[src/rtl/cache_arb_pkg.sv]
// Shared types for the icache/dcache physical-memory arbiter.
package cache_arb_pkg;

  typedef enum logic [1:0] {ARB_IDLE, ARB_ICACHE, ARB_DCACHE} arb_state_t;

  typedef enum logic {CLIENT_I, CLIENT_D} client_t;

endpackage

[src/rtl/cache_arbiter.sv]
// Shares one line-wide pmem port between icache (read-only) and dcache (read/write);
// one transaction at a time, round-robin on conflict, resp/rdata routed to the owner only.
module cache_arbiter
  import cache_arb_pkg::*;
#(
  parameter int unsigned s_offset = 5,
  parameter int unsigned s_line   = 8 * 2**s_offset
) (
  input  logic              clk,
  input  logic              rst,
  input  logic [31:0]       i_address,
  input  logic              i_read,
  output logic [s_line-1:0] i_rdata,
  output logic              i_resp,
  input  logic [31:0]       d_address,
  input  logic              d_read,
  input  logic              d_write,
  input  logic [s_line-1:0] d_wdata,
  output logic [s_line-1:0] d_rdata,
  output logic              d_resp,
  output logic [31:0]       mem_address,
  output logic              mem_read,
  output logic              mem_write,
  output logic [s_line-1:0] mem_wdata,
  input  logic [s_line-1:0] mem_rdata,
  input  logic              mem_resp
);

  localparam logic [31:0] ADDR_MASK = {{(32 - s_offset){1'b1}}, {s_offset{1'b0}}};

  arb_state_t        state, next_state;
  client_t           last_grant;
  logic [31:0]       lat_addr;
  logic              lat_read, lat_write;
  logic [s_line-1:0] lat_wdata;
  logic              d_req, i_req;

  assign d_req = d_read | d_write;
  assign i_req = i_read;

  always_comb begin
    next_state = state;
    unique case (state)
      ARB_IDLE: begin
        // On a tie the client that was not granted last wins.
        if (d_req && (!i_req || last_grant == CLIENT_I)) next_state = ARB_DCACHE;
        else if (i_req)                                 next_state = ARB_ICACHE;
      end
      ARB_ICACHE, ARB_DCACHE: begin
        if (mem_resp) next_state = ARB_IDLE;
      end
      default: next_state = ARB_IDLE;
    endcase
  end

  always_ff @(posedge clk) begin
    if (!rst) begin
      state      <= ARB_IDLE;
      last_grant <= CLIENT_I;
      lat_addr   <= '0;
      lat_read   <= 1'b0;
      lat_write  <= 1'b0;
      lat_wdata  <= '0;
    end else begin
      state <= next_state;
      if (state == ARB_IDLE && next_state == ARB_DCACHE) begin
        last_grant <= CLIENT_D;
        lat_addr   <= d_address & ADDR_MASK;
        // Illegal read+write from dcache resolves to the write.
        lat_write  <= d_write;
        lat_read   <= d_read & ~d_write;
        lat_wdata  <= d_wdata;
      end else if (state == ARB_IDLE && next_state == ARB_ICACHE) begin
        last_grant <= CLIENT_I;
        lat_addr   <= i_address & ADDR_MASK;
        lat_write  <= 1'b0;
        lat_read   <= 1'b1;
        lat_wdata  <= '0;
      end
    end
  end

  always_comb begin
    mem_address = '0;
    mem_read    = 1'b0;
    mem_write   = 1'b0;
    mem_wdata   = '0;
    i_rdata     = '0;
    i_resp      = 1'b0;
    d_rdata     = '0;
    d_resp      = 1'b0;
    if (state != ARB_IDLE) begin
      mem_address = lat_addr;
      mem_read    = lat_read;
      mem_write   = lat_write;
      mem_wdata   = lat_wdata;
    end
    if (state == ARB_ICACHE) begin
      i_rdata = mem_rdata;
      i_resp  = mem_resp;
    end
    if (state == ARB_DCACHE) begin
      d_rdata = mem_rdata;
      d_resp  = mem_resp;
    end
  end

endmodule

[config.mk]
export PLATFORM = sky130hd
export DESIGN_NAME = cache_arbiter
export DESIGN_NICKNAME = d
export VERILOG_FILES = /design/src/rtl/cache_arb_pkg.sv /design/src/rtl/cache_arbiter.sv
export SDC_FILE = /design/constraint.sdc
export NUM_CORES = 1
export LEC_CHECK = 0
export ABC_AREA = 1
export BUFFER_PORTS_ARGS = -buffer_cell sky130_fd_sc_hd__buf_2
export CORE_AREA = 2 2 537 539
export CTS_BUF_LIST = sky130_fd_sc_hd__clkbuf_4 sky130_fd_sc_hd__clkbuf_8 sky130_fd_sc_hd__clkbuf_16
export CTS_CLUSTER_DIAMETER = 100
export DETAILED_ROUTE_END_ITERATION = 12
export DIE_AREA = 0 0 539 541
export SYNTH_ARGS = -nofsm -noshare
export SYNTH_HDL_FRONTEND = slang
export SYNTH_SLANG_ARGS = --single-unit
[constraint.sdc]
create_clock -name clk -period 5.6 [get_ports clk]
set_input_delay 0.84 -clock clk [delete_from_list [all_inputs] [get_ports clk]]
set_output_delay 0.84 -clock clk [all_outputs]
set_load 0.02 [all_outputs]
==> results of run 1 <==
==> cells in the mapped netlist <==
cell	count	area, sq um
nand3_1	287	1440
buf_4	15	113
ha_1	4	50.1
a21oi_1	258	1290
nand3_4	1	17.5
buf_6	3	33.8
inv_1	835	3130
o21ai_2	1	8.76
nand2_2	1	6.26
conb_1	1	3.75
buf_1	10	37.5
a21oi_2	1	8.76
nand2_1	862	3240
nor2_1	373	1400
buf_2	80	400
clkbuf_1	116	435
o21ai_0	1	5.00
inv_2	4	15.0
nand4_1	1	6.26
dfxtp_1	288	5770
==> worst max-delay path: cells and delay by family, from the launching register on <==
kind / cells / cell delay, ps
buffers and inverters: 3 / 1130
adders and majority gates: 1 / 500
DFF: 1 / 370
and+or+nand+nor: 1 / 350
==> placed cells by master, fill, tap and decap left out <==
master and n:
bufinv_16 2, nand3_1 287, buf_12 10, a21oi_2 1, nand2_1 861, buf_4 18, a21oi_1 258, clkbuf_16 36
inv_2 2, nand2_2 1, inv_6 4, o21ai_2 1, diode_2 102, ha_1 1, nand4_1 1, conb_1 5
clkinvlp_4 2, dfxtp_1 288, clkbuf_8 10, inv_1 835, buf_2 1370, inv_8 2, o21ai_0 1, clkbuf_4 4
nor2_1 373, ha_4 3, clkinv_2 3, nand3_4 1, clkinv_16 1, nand2_4 1
==> sequential cells by signal, summed over array words and instances, names as in the netlist <==
| signal | count |
|---|---|
| lat_read | 1 |
| last_grant | 1 |
| state | 2 |
| lat_wdata | 256 |
| lat_write | 1 |
| lat_addr | 27 |
==> how the worst min path moves through the flow <==
stage                      start              to  slack, ps  cells after the start
finish                last_grant      last_grant        470                      2
global route        d_wdata[246]  lat_wdata[246]        440                      3
CTS                 d_wdata[232]  lat_wdata[232]        420                      3
detailed placement    last_grant      last_grant        460                      2
global placement      last_grant      last_grant        460                      2
floorplan             last_grant      last_grant        440                      2
==> through the flow <==
stage	cell area (sq um)	util, %	power [mW]	instances
final	29900	10.4	8.58	8265
after global routing	29800	10.4	9.06	8225
after CTS	29600	10.3	8.71	8163
after detailed placement	28400	9.91	6.17	8101
after global placement	28400	9.91	6.16	8101
after floorplan	17400	-	4.44	3146
==> logic make-up (layout without fill, tap and decap cells) <==
logic type / Yosys count / after routing / synth area share, %
flops: 288 / 288 / 33.1
other cells: 1 / 107 / 0.0215
fa+ha+maj: 4 / 4 / 0.288
simple gates: 1525 / 1525 / 35.1
compound gates: 261 / 261 / 7.55
buf+inv: 1063 / 2299 / 24.0
==> per-layer routing <==
| layer | vias to the layer above | part of all wire (%) |
|---|---|---|
| met5 | - | 0.28 |
| met4 | 98 | 3.8 |
| met3 | 479 | 16 |
| met2 | 1462 | 39 |
| met1 | 11306 | 41 |
| li1 | 11534 | - |
==> final cells by class <==
cell class,instances,area [sq um],area share (%)
timing repair buffer,1398,7190,24.1
clock buffer,50,1070,3.58
inverter,839,3160,10.6
sequential,288,5770,19.3
clock inverter,12,155,0.520
tap,3781,4730,15.8
multi-input combinational,1795,7530,25.2
antenna,102,255,0.855
==> report_power, final <==
group          total, mW  switching, mW  internal, mW
combinational       3.58           2.68         0.907
clock               2.48           1.05          1.44
sequential          2.51          0.150          2.36
==> metrics.txt, run 1 <==
Cell Chain, Critical Path inv_1, ha_4, buf_4, nor2_1, buf_2; core box area 286000 sq um; CP arrival about 3000 ps; Clock Sinks 288; gr ovfl total 0; worst setup margin 1720 ps; Mapped Avg Cell Area 5.54 sq um; fin. max-slew vios 0; TNS Setup 0 ps; Root Driver clkbuf_16; RSZ-0062 raised after global routing false; Worst-path clk slew ~60 ps; relative slew slack 27.4%; Post-route DRC 0; Max Cap Viol 0; pre-CTS setup slack ~1700 ps; R2R cell count 11; Port Buf Inserts 1370; share of cells above drive strength 1 33.6%; CP max FO 66; Top Usage Layer GRT met2; Ys Warns 0; Synth Register Bits 288; wire per inst 29.3 um; final period utilization 69.4%; Fin Hold WS 467 ps; Syn Inst Count between 3000 and 4000; vias after detailed routing 24879; drt total wl 242 mm; largest net degree at the start of global routing 186; hold buffer count at cts 0; r2r setup slk 2080 ps; Routed Antenna Nets 0; Critical R2R Capture lat_wdata[140]; area delta synth->final 71.6%; Filler cells 34212; maximum clock frequency 257 MHz; # rows about 200; Pwr Density 287 nW/um^2; setup violators final 0; H-tree level count 2; status complete, no violations; Iter 0 DRT Violations 1946; CP Launch Type flop; CP Class flop to output pin; Seq/Total Area, Yosys 33.1%; Worst Max-Slew Pin Slew 1090 ps; First-pass DRT Iterations 7; drt via density 3.01; maximum vdd drop 0.200 mV; clk_skew 37.5 ps; GRT Overall Usage ~16%; Clk Latency, worst-skew pair around 590 ps; kind of capture point of the worst setup path output pin; GR Util met3 ~11%; CTS tree built; Ports 1386; worst-case clock buffer depth 3; Slowest Stage Delay on Critical Path 680 ps; first-pass GRT wire length 289 mm; die area 292000 sq um; gpl congestion 1.07; cts repair resizes 0; Die Y about 540 um; initial core utilization between 6 and 7%; CP Capture Point mem_wdata[93]; launch point of the worst path state[0]; CTS buffer count 36; number of global-route vias before repair 22515; HPWL after DPL 218 mm; grt met1 use a little under a fifth; Post-CTS Repair Setup Buffers 0; Hold WC Path Type flop to flop; static leakage 17.6 nW; final hold violations 0; Post-Syn Area 17400 sq um; Nets 4944; crit path time final 3880 ps; Worst Path Required 4760 ps; Distinct cells, synth 20; initial antenna violation count 214; met2 Usage GRT 22.0%; worst flop-to-flop path startpoint state[0]; chip width 539 um; CP max-delay cell buf_4
Power figures use the tool's default switching activity.
==> inputs of run 2 (changes only) <==
--- a/config.mk
+++ b/config.mk
@@ -5,13 +5,13 @@
 export SDC_FILE = /design/constraint.sdc
 export NUM_CORES = 1
 export LEC_CHECK = 0
-export ABC_AREA = 1
+export ABC_AREA = 0
 export BUFFER_PORTS_ARGS = -buffer_cell sky130_fd_sc_hd__buf_2
-export CORE_AREA = 2 2 537 539
+export CORE_AREA = 2 2 546 548
 export CTS_BUF_LIST = sky130_fd_sc_hd__clkbuf_4 sky130_fd_sc_hd__clkbuf_8 sky130_fd_sc_hd__clkbuf_16
 export CTS_CLUSTER_DIAMETER = 100
 export DETAILED_ROUTE_END_ITERATION = 12
-export DIE_AREA = 0 0 539 541
+export DIE_AREA = 0 0 548 550
 export SYNTH_ARGS = -nofsm -noshare
 export SYNTH_HDL_FRONTEND = slang
 export SYNTH_SLANG_ARGS = --single-unit
==> constraint.sdc (replaced) <==
create_clock -name clk -period 3.8 [get_ports clk]
set_input_delay 0.57 -clock clk [delete_from_list [all_inputs] [get_ports clk]]
set_output_delay 0.57 -clock clk [all_outputs]
set_load 0.02 [all_outputs]
==> metrics.txt, run 2 <==
crit path time final about 3300 ps; CTS tree built; CP Launch Type flop; leading post-synthesis cells by cell area dfxtp_1 38%, and2_1 21%, a32o_1 17%; # placed instances just under 7000; Cell Chain, Critical Path inv_1, ha_4, buf_12, and2_1, buf_2; fin. max-slew vios 0; Slowest Stage Delay on Critical Path 610 ps; drt total wl roughly 260 mm; Iter 0 DRT Violations 1249; setup violators final 0; initial antenna violation count 287; Post-synth top cells 515 x and2_1, 288 x dfxtp_1, 287 x nor2b_1, 257 x a32o_1, 136 x clkbuf_1; CP max-delay cell ha_4; Pwr Density 493 nW/um^2; Distinct cells, synth 33; EDFF count, synth 0; number of global-route vias before repair 18554; final hold violations 0; maximum clock frequency 300 MHz; CP max FO 56; initial core utilization a little over 5%; First-pass DRT Iterations 5; internal power around 7.7 mW; CP arrival roughly 2800 ps; Regs by FF count lat_wdata x256, lat_addr x27, state x2; gr ovfl total 0; asr flop ratio synth 0%; Max Cap Viol 0; most frequent cells in the layout 1369 x buf_2, 514 x and2_1, 288 x dfxtp_1; cts repair resizes 0; Worst Max-Slew Pin Slew 888 ps; Port Buf Inserts 1370; H-tree level count 2; Worst Path Required 3230 ps; wire per inst about 37 um; largest net degree at the start of global routing 119; drt via density roughly 2.8; final period utilization 87.7%; Routed Antenna Nets 0; die area about 300000 sq um; gpl congestion 1.09; max FFs per register 256; Reg area 5770 sq um; Seq/Total Area, Yosys 38.4%; worst-case clock buffer depth 3; Worst-path clk slew 70 ps; status complete, no violations; hold buffer count at cts 0; Fin Hold WS approximately 160 ps; ys flop type dfxtp_1; HPWL after DPL 236 mm; Post-CTS Repair Setup Buffers 0; Clk pwr share 28.2%; Clk Latency, worst-skew pair slightly above 600 ps; Gate power share between 40% and 50%; Post-route DRC 0; Psw ~6.3 mW; count leader, synth and2_1; Ys Warns 0; CTS buffer count 37; Post-Syn Area 15000 sq um; Yosys top cell by area dfxtp_1; Clock Sinks ~290; Multi-input gate area 8450 sq um; Biggest register lat_wdata; GRT Overall Usage 16.4%; area delta synth->final 88.3%; Sequential Power Share 28.2%; Nets around 3500; Syn Inst Count 1652; Synth Register Bits approximately 290; commonest non-fill, non-tap cell in the layout buf_2; Mapped Avg Cell Area about 9.1 sq um; Ports 1386; TNS Setup 0 ps; maximum vdd drop between 0.3 and 0.4 mV; kind of capture point of the worst setup path output pin; clk_skew 27.5 ps; # rows 200; Filler cells 34750; sw frac between 40% and 50%; first-pass GRT wire length 297 mm; CP Class flop to output pin; area share of the largest cell type after synthesis approximately two fifths; Die Y between 500 and 600 um; share of cells above drive strength 1 50.6%; vias after detailed routing between 20000 and 25000; static leakage 12.7 nW; Root Driver clkbuf_16; Hold WC Path Type input port to flop; final core utilization under 10%; core box area approximately 300000 sq um; RSZ-0062 raised after global routing false; relative slew slack 40.8%; fin cells 7042; chip width 548 um
==> run 2: changes by cell type in the layout (fill, tap and decap cells not counted), moves of 54 or more <==
cell and change:
nand2_1 -832, inv_1 -831, and2_1 +514, nor2_1 -371
nor2b_1 +287, nand3_1 -285, a21oi_1 -257, a32o_1 +257
diode_2 +54
==> run 2: power by group through the flow <==
stage                     Combinational, mW  Clock (mW)  Sequential, mW
after floorplan                        3.16           0            3.85
after global placement                 6.18           0            3.98
after detailed placement               6.17           0            3.99
after CTS                              6.18        4.07            3.93
after global routing                   6.48        4.14            4.00
final                                  6.08        3.93            3.93
==> run 2: metrics by stage <==
step	cell area [sq um]	power, mW	setup slack, ps
4_1_cts	27900	14.2	315
3_5_place_dp	26500	10.2	848
5_1_grt	28100	14.6	285
2_1_floorplan	15000	7.01	1560
6_report	28300	13.9	468
3_3_place_gp	26500	10.2	898
==> run 2: cells by family after synthesis <==
group | count (synthesis) | synth area share, %
flip-flops | 288 | 38.4
buffers and inverters | 194 | 5.75
adder cells (fa/ha/maj) | 4 | 0.334
AND/OR/NAND/NOR | 840 | 34.5
multiplexers | 27 | 1.80
other | 1 | 0.0250
AO/OA/AOI/OAI | 298 | 19.2
==> run 2: worst paths after layout <==
| kind | startpoint | endpoint | slack, ps | cells after the start |
|---|---|---|---|---|
| setup / recovery | state[0] | d_rdata[162] | 470 | 5 |
| hold / removal | d_wdata[163] | lat_wdata[163] | 160 | 2 |
| setup reg to reg | state[0] | lat_addr[10] | 830 | 7 |
| hold reg to reg | lat_addr[5] | lat_addr[5] | 460 | 2 |
==> run 2: final cells by class <==
class / instances / share of cell area, %
tap: 3939 / 17.4
sequential: 288 / 20.4
timing repair buffer: 1414 / 26.1
clock buffer: 47 / 3.63
multi-input combinational: 1174 / 29.9
clock inverter: 20 / 1.05
inverter: 4 / 0.0531
antenna: 156 / 1.38
==> run 2: worst max-delay path, delay by kind of cell (launching register included) <==
kind / cells / cell delay [ps]
fa+ha+maj: 1 / 610
flops: 1 / 370
buf+inv: 3 / 870
simple gates: 1 / 170
==> run 2: per-layer routing <==
metal  GRT usage, %  up-vias  wire length (um)
met5              0        -               617
met4           7.15       90             13000
met1           15.2     9312             83700
met3           13.2      659             45600
met2           26.3     1576            115000
li1               -     8423                 -
==> inputs of run 3 (changes only) <==
--- a/config.mk
+++ b/config.mk
@@ -7,11 +7,11 @@
 export LEC_CHECK = 0
 export ABC_AREA = 0
 export BUFFER_PORTS_ARGS = -buffer_cell sky130_fd_sc_hd__buf_2
-export CORE_AREA = 2 2 546 548
+export CORE_AREA = 2 2 537 539
 export CTS_BUF_LIST = sky130_fd_sc_hd__clkbuf_4 sky130_fd_sc_hd__clkbuf_8 sky130_fd_sc_hd__clkbuf_16
 export CTS_CLUSTER_DIAMETER = 100
 export DETAILED_ROUTE_END_ITERATION = 12
-export DIE_AREA = 0 0 548 550
+export DIE_AREA = 0 0 539 541
 export SYNTH_ARGS = -nofsm -noshare
 export SYNTH_HDL_FRONTEND = slang
 export SYNTH_SLANG_ARGS = --single-unit
==> metrics.txt, run 3 (synthesis results as in run 2) <==
status complete, no violations; CP max-delay cell buf_4; worst-case clock buffer depth 3; initial core utilization 5.24%; max FFs per register 256; most used cell along the critical path buf_4; Port Buf Inserts approximately 1400; first-pass GRT wire length 301 mm; Worst Max-Slew Pin Slew roughly 860 ps; Post-route DRC 0; commonest non-fill, non-tap cell in the layout buf_2; fin cells slightly below 7000; First-pass DRT Iterations 5; final hold violations 0; Design Area, Final 28000 sq um; Psw 6.27 mW; Routed Antenna Nets 0; fin. max-slew vios 0; Sequential Power Share between 20% and 30%; Biggest register lat_wdata; TNS Setup 0 ps; die area 292000 sq um; share of cells above drive strength 1 just over 50%; worst setup margin roughly 330 ps; vias after detailed routing 19960; Root Driver clkbuf_16; wire per inst between 30 and 40 um; Final Total Pwr 13.8 mW; HPWL after DPL 237 mm; Post-CTS Repair Setup Buffers 0; Ports ~1400; Regs by FF count lat_wdata x256, lat_addr x27, state x2; Nets 3504; Fin Hold WS between 100 and 150 ps; GRT Overall Usage between 10% and 20%; core box area 286000 sq um; Clk pwr share 27.6%; Iter 0 DRT Violations 1144; gr ovfl total 0; maximum clock frequency 288 MHz; static leakage 12.7 nW; Max Cap Viol 0; # placed instances about 6700; Clk Latency, worst-skew pair 630 ps; CP Launch Type flop; gpl congestion 1.13; Slowest Stage Delay on Critical Path approximately 520 ps; number of global-route vias before repair 19385; drt total wl approximately 260 mm; pre-CTS setup slack 454 ps; CTS buffer count 37; Filler cells 33683; CP max FO 48; CP arrival 2900 ps; drt via density slightly below 3; CP Class flop to output pin; RSZ-0062 raised after global routing false; r2r setup slk about 470 ps; Worst Path Required 3230 ps; sw frac 45.3%; initial antenna violation count 295; relative slew slack 42.6%; internal power 7.57 mW; Worst-path clk slew 60 ps; final period utilization 91.3%; # rows 197; clk_skew 37.0 ps; area delta synth->final 86.8%; Die Y 541 um; largest net degree at the start of global routing 116; most frequent cells in the layout 1369 x buf_2, 514 x and2_1, 288 x dfxtp_1; hold buffer count at cts 0; CTS tree built; H-tree level count 2; kind of capture point of the worst setup path output pin; Clock Sinks between 200 and 300; cts repair resizes 0; Pwr Density 494 nW/um^2; chip width between 500 and 600 um; Hold WC Path Type input port to flop; crit path time final roughly 3500 ps; final core utilization 9.78%; Gate power share between 40 and 50%; Cell Chain, Critical Path inv_1, ha_4, buf_4, buf_4, nor2b_1, buf_2; maximum vdd drop 0.341 mV; DP Area 26300 sq um; setup violators final 0
[run 3: cell types whose count changed in the layout (fill, tap and decap cells not counted), sizes merged]
cell	change
diode	+23
clkbuf	+5
clkinv	-4
bufinv	-2
buf	-1
[run 3: worst paths after layout]
kind / depth (start not counted) / from / to
setup / recovery: 6 / state[0] / mem_wdata[23]
setup reg to reg: 8 / state[0] / lat_wdata[0]
hold / removal: 2 / d_wdata[35] / lat_wdata[35]
hold reg to reg: 2 / lat_addr[20] / lat_addr[20]
[run 3: routing by layer]
layer  share of wire, %  global-route usage [%]
met5               0.31                  0.0164
met4                5.3                    7.68
met3                 19                    14.6
met2                 44                    27.2
met1                 31                    15.1
[run 3: layout make-up]
cell class	instances	area, sq um	share of cell area [%]
Antenna cell	179	448	1.60
Multi-Input combinational cell	1174	8450	30.1
Clock inverter	14	194	0.692
Clock buffer	52	1070	3.82
Sequential cell	288	5770	20.6
Tap cell	3781	4730	16.9
Timing Repair Buffer	1413	7350	26.2
Inverter	4	15.0	0.0536
[run 3: power by group through the flow]
stage,clock (mW),sequential (mW),combinational (mW)
2_1_floorplan,0,3.85,3.16
3_3_place_gp,0,3.97,6.27
3_5_place_dp,0,3.97,6.22
4_1_cts,3.99,3.91,6.24
5_1_grt,4.02,3.99,6.53
6_report,3.82,3.92,6.11
[run 3: worst max-delay path, delay by kind of cell, from the launching register on]
| family | cells | cell delay, ps |
|---|---|---|
| flops | 1 | 370 |
| simple gates | 1 | 170 |
| fa+ha+maj | 1 | 310 |
| buf+inv | 4 | 1390 |
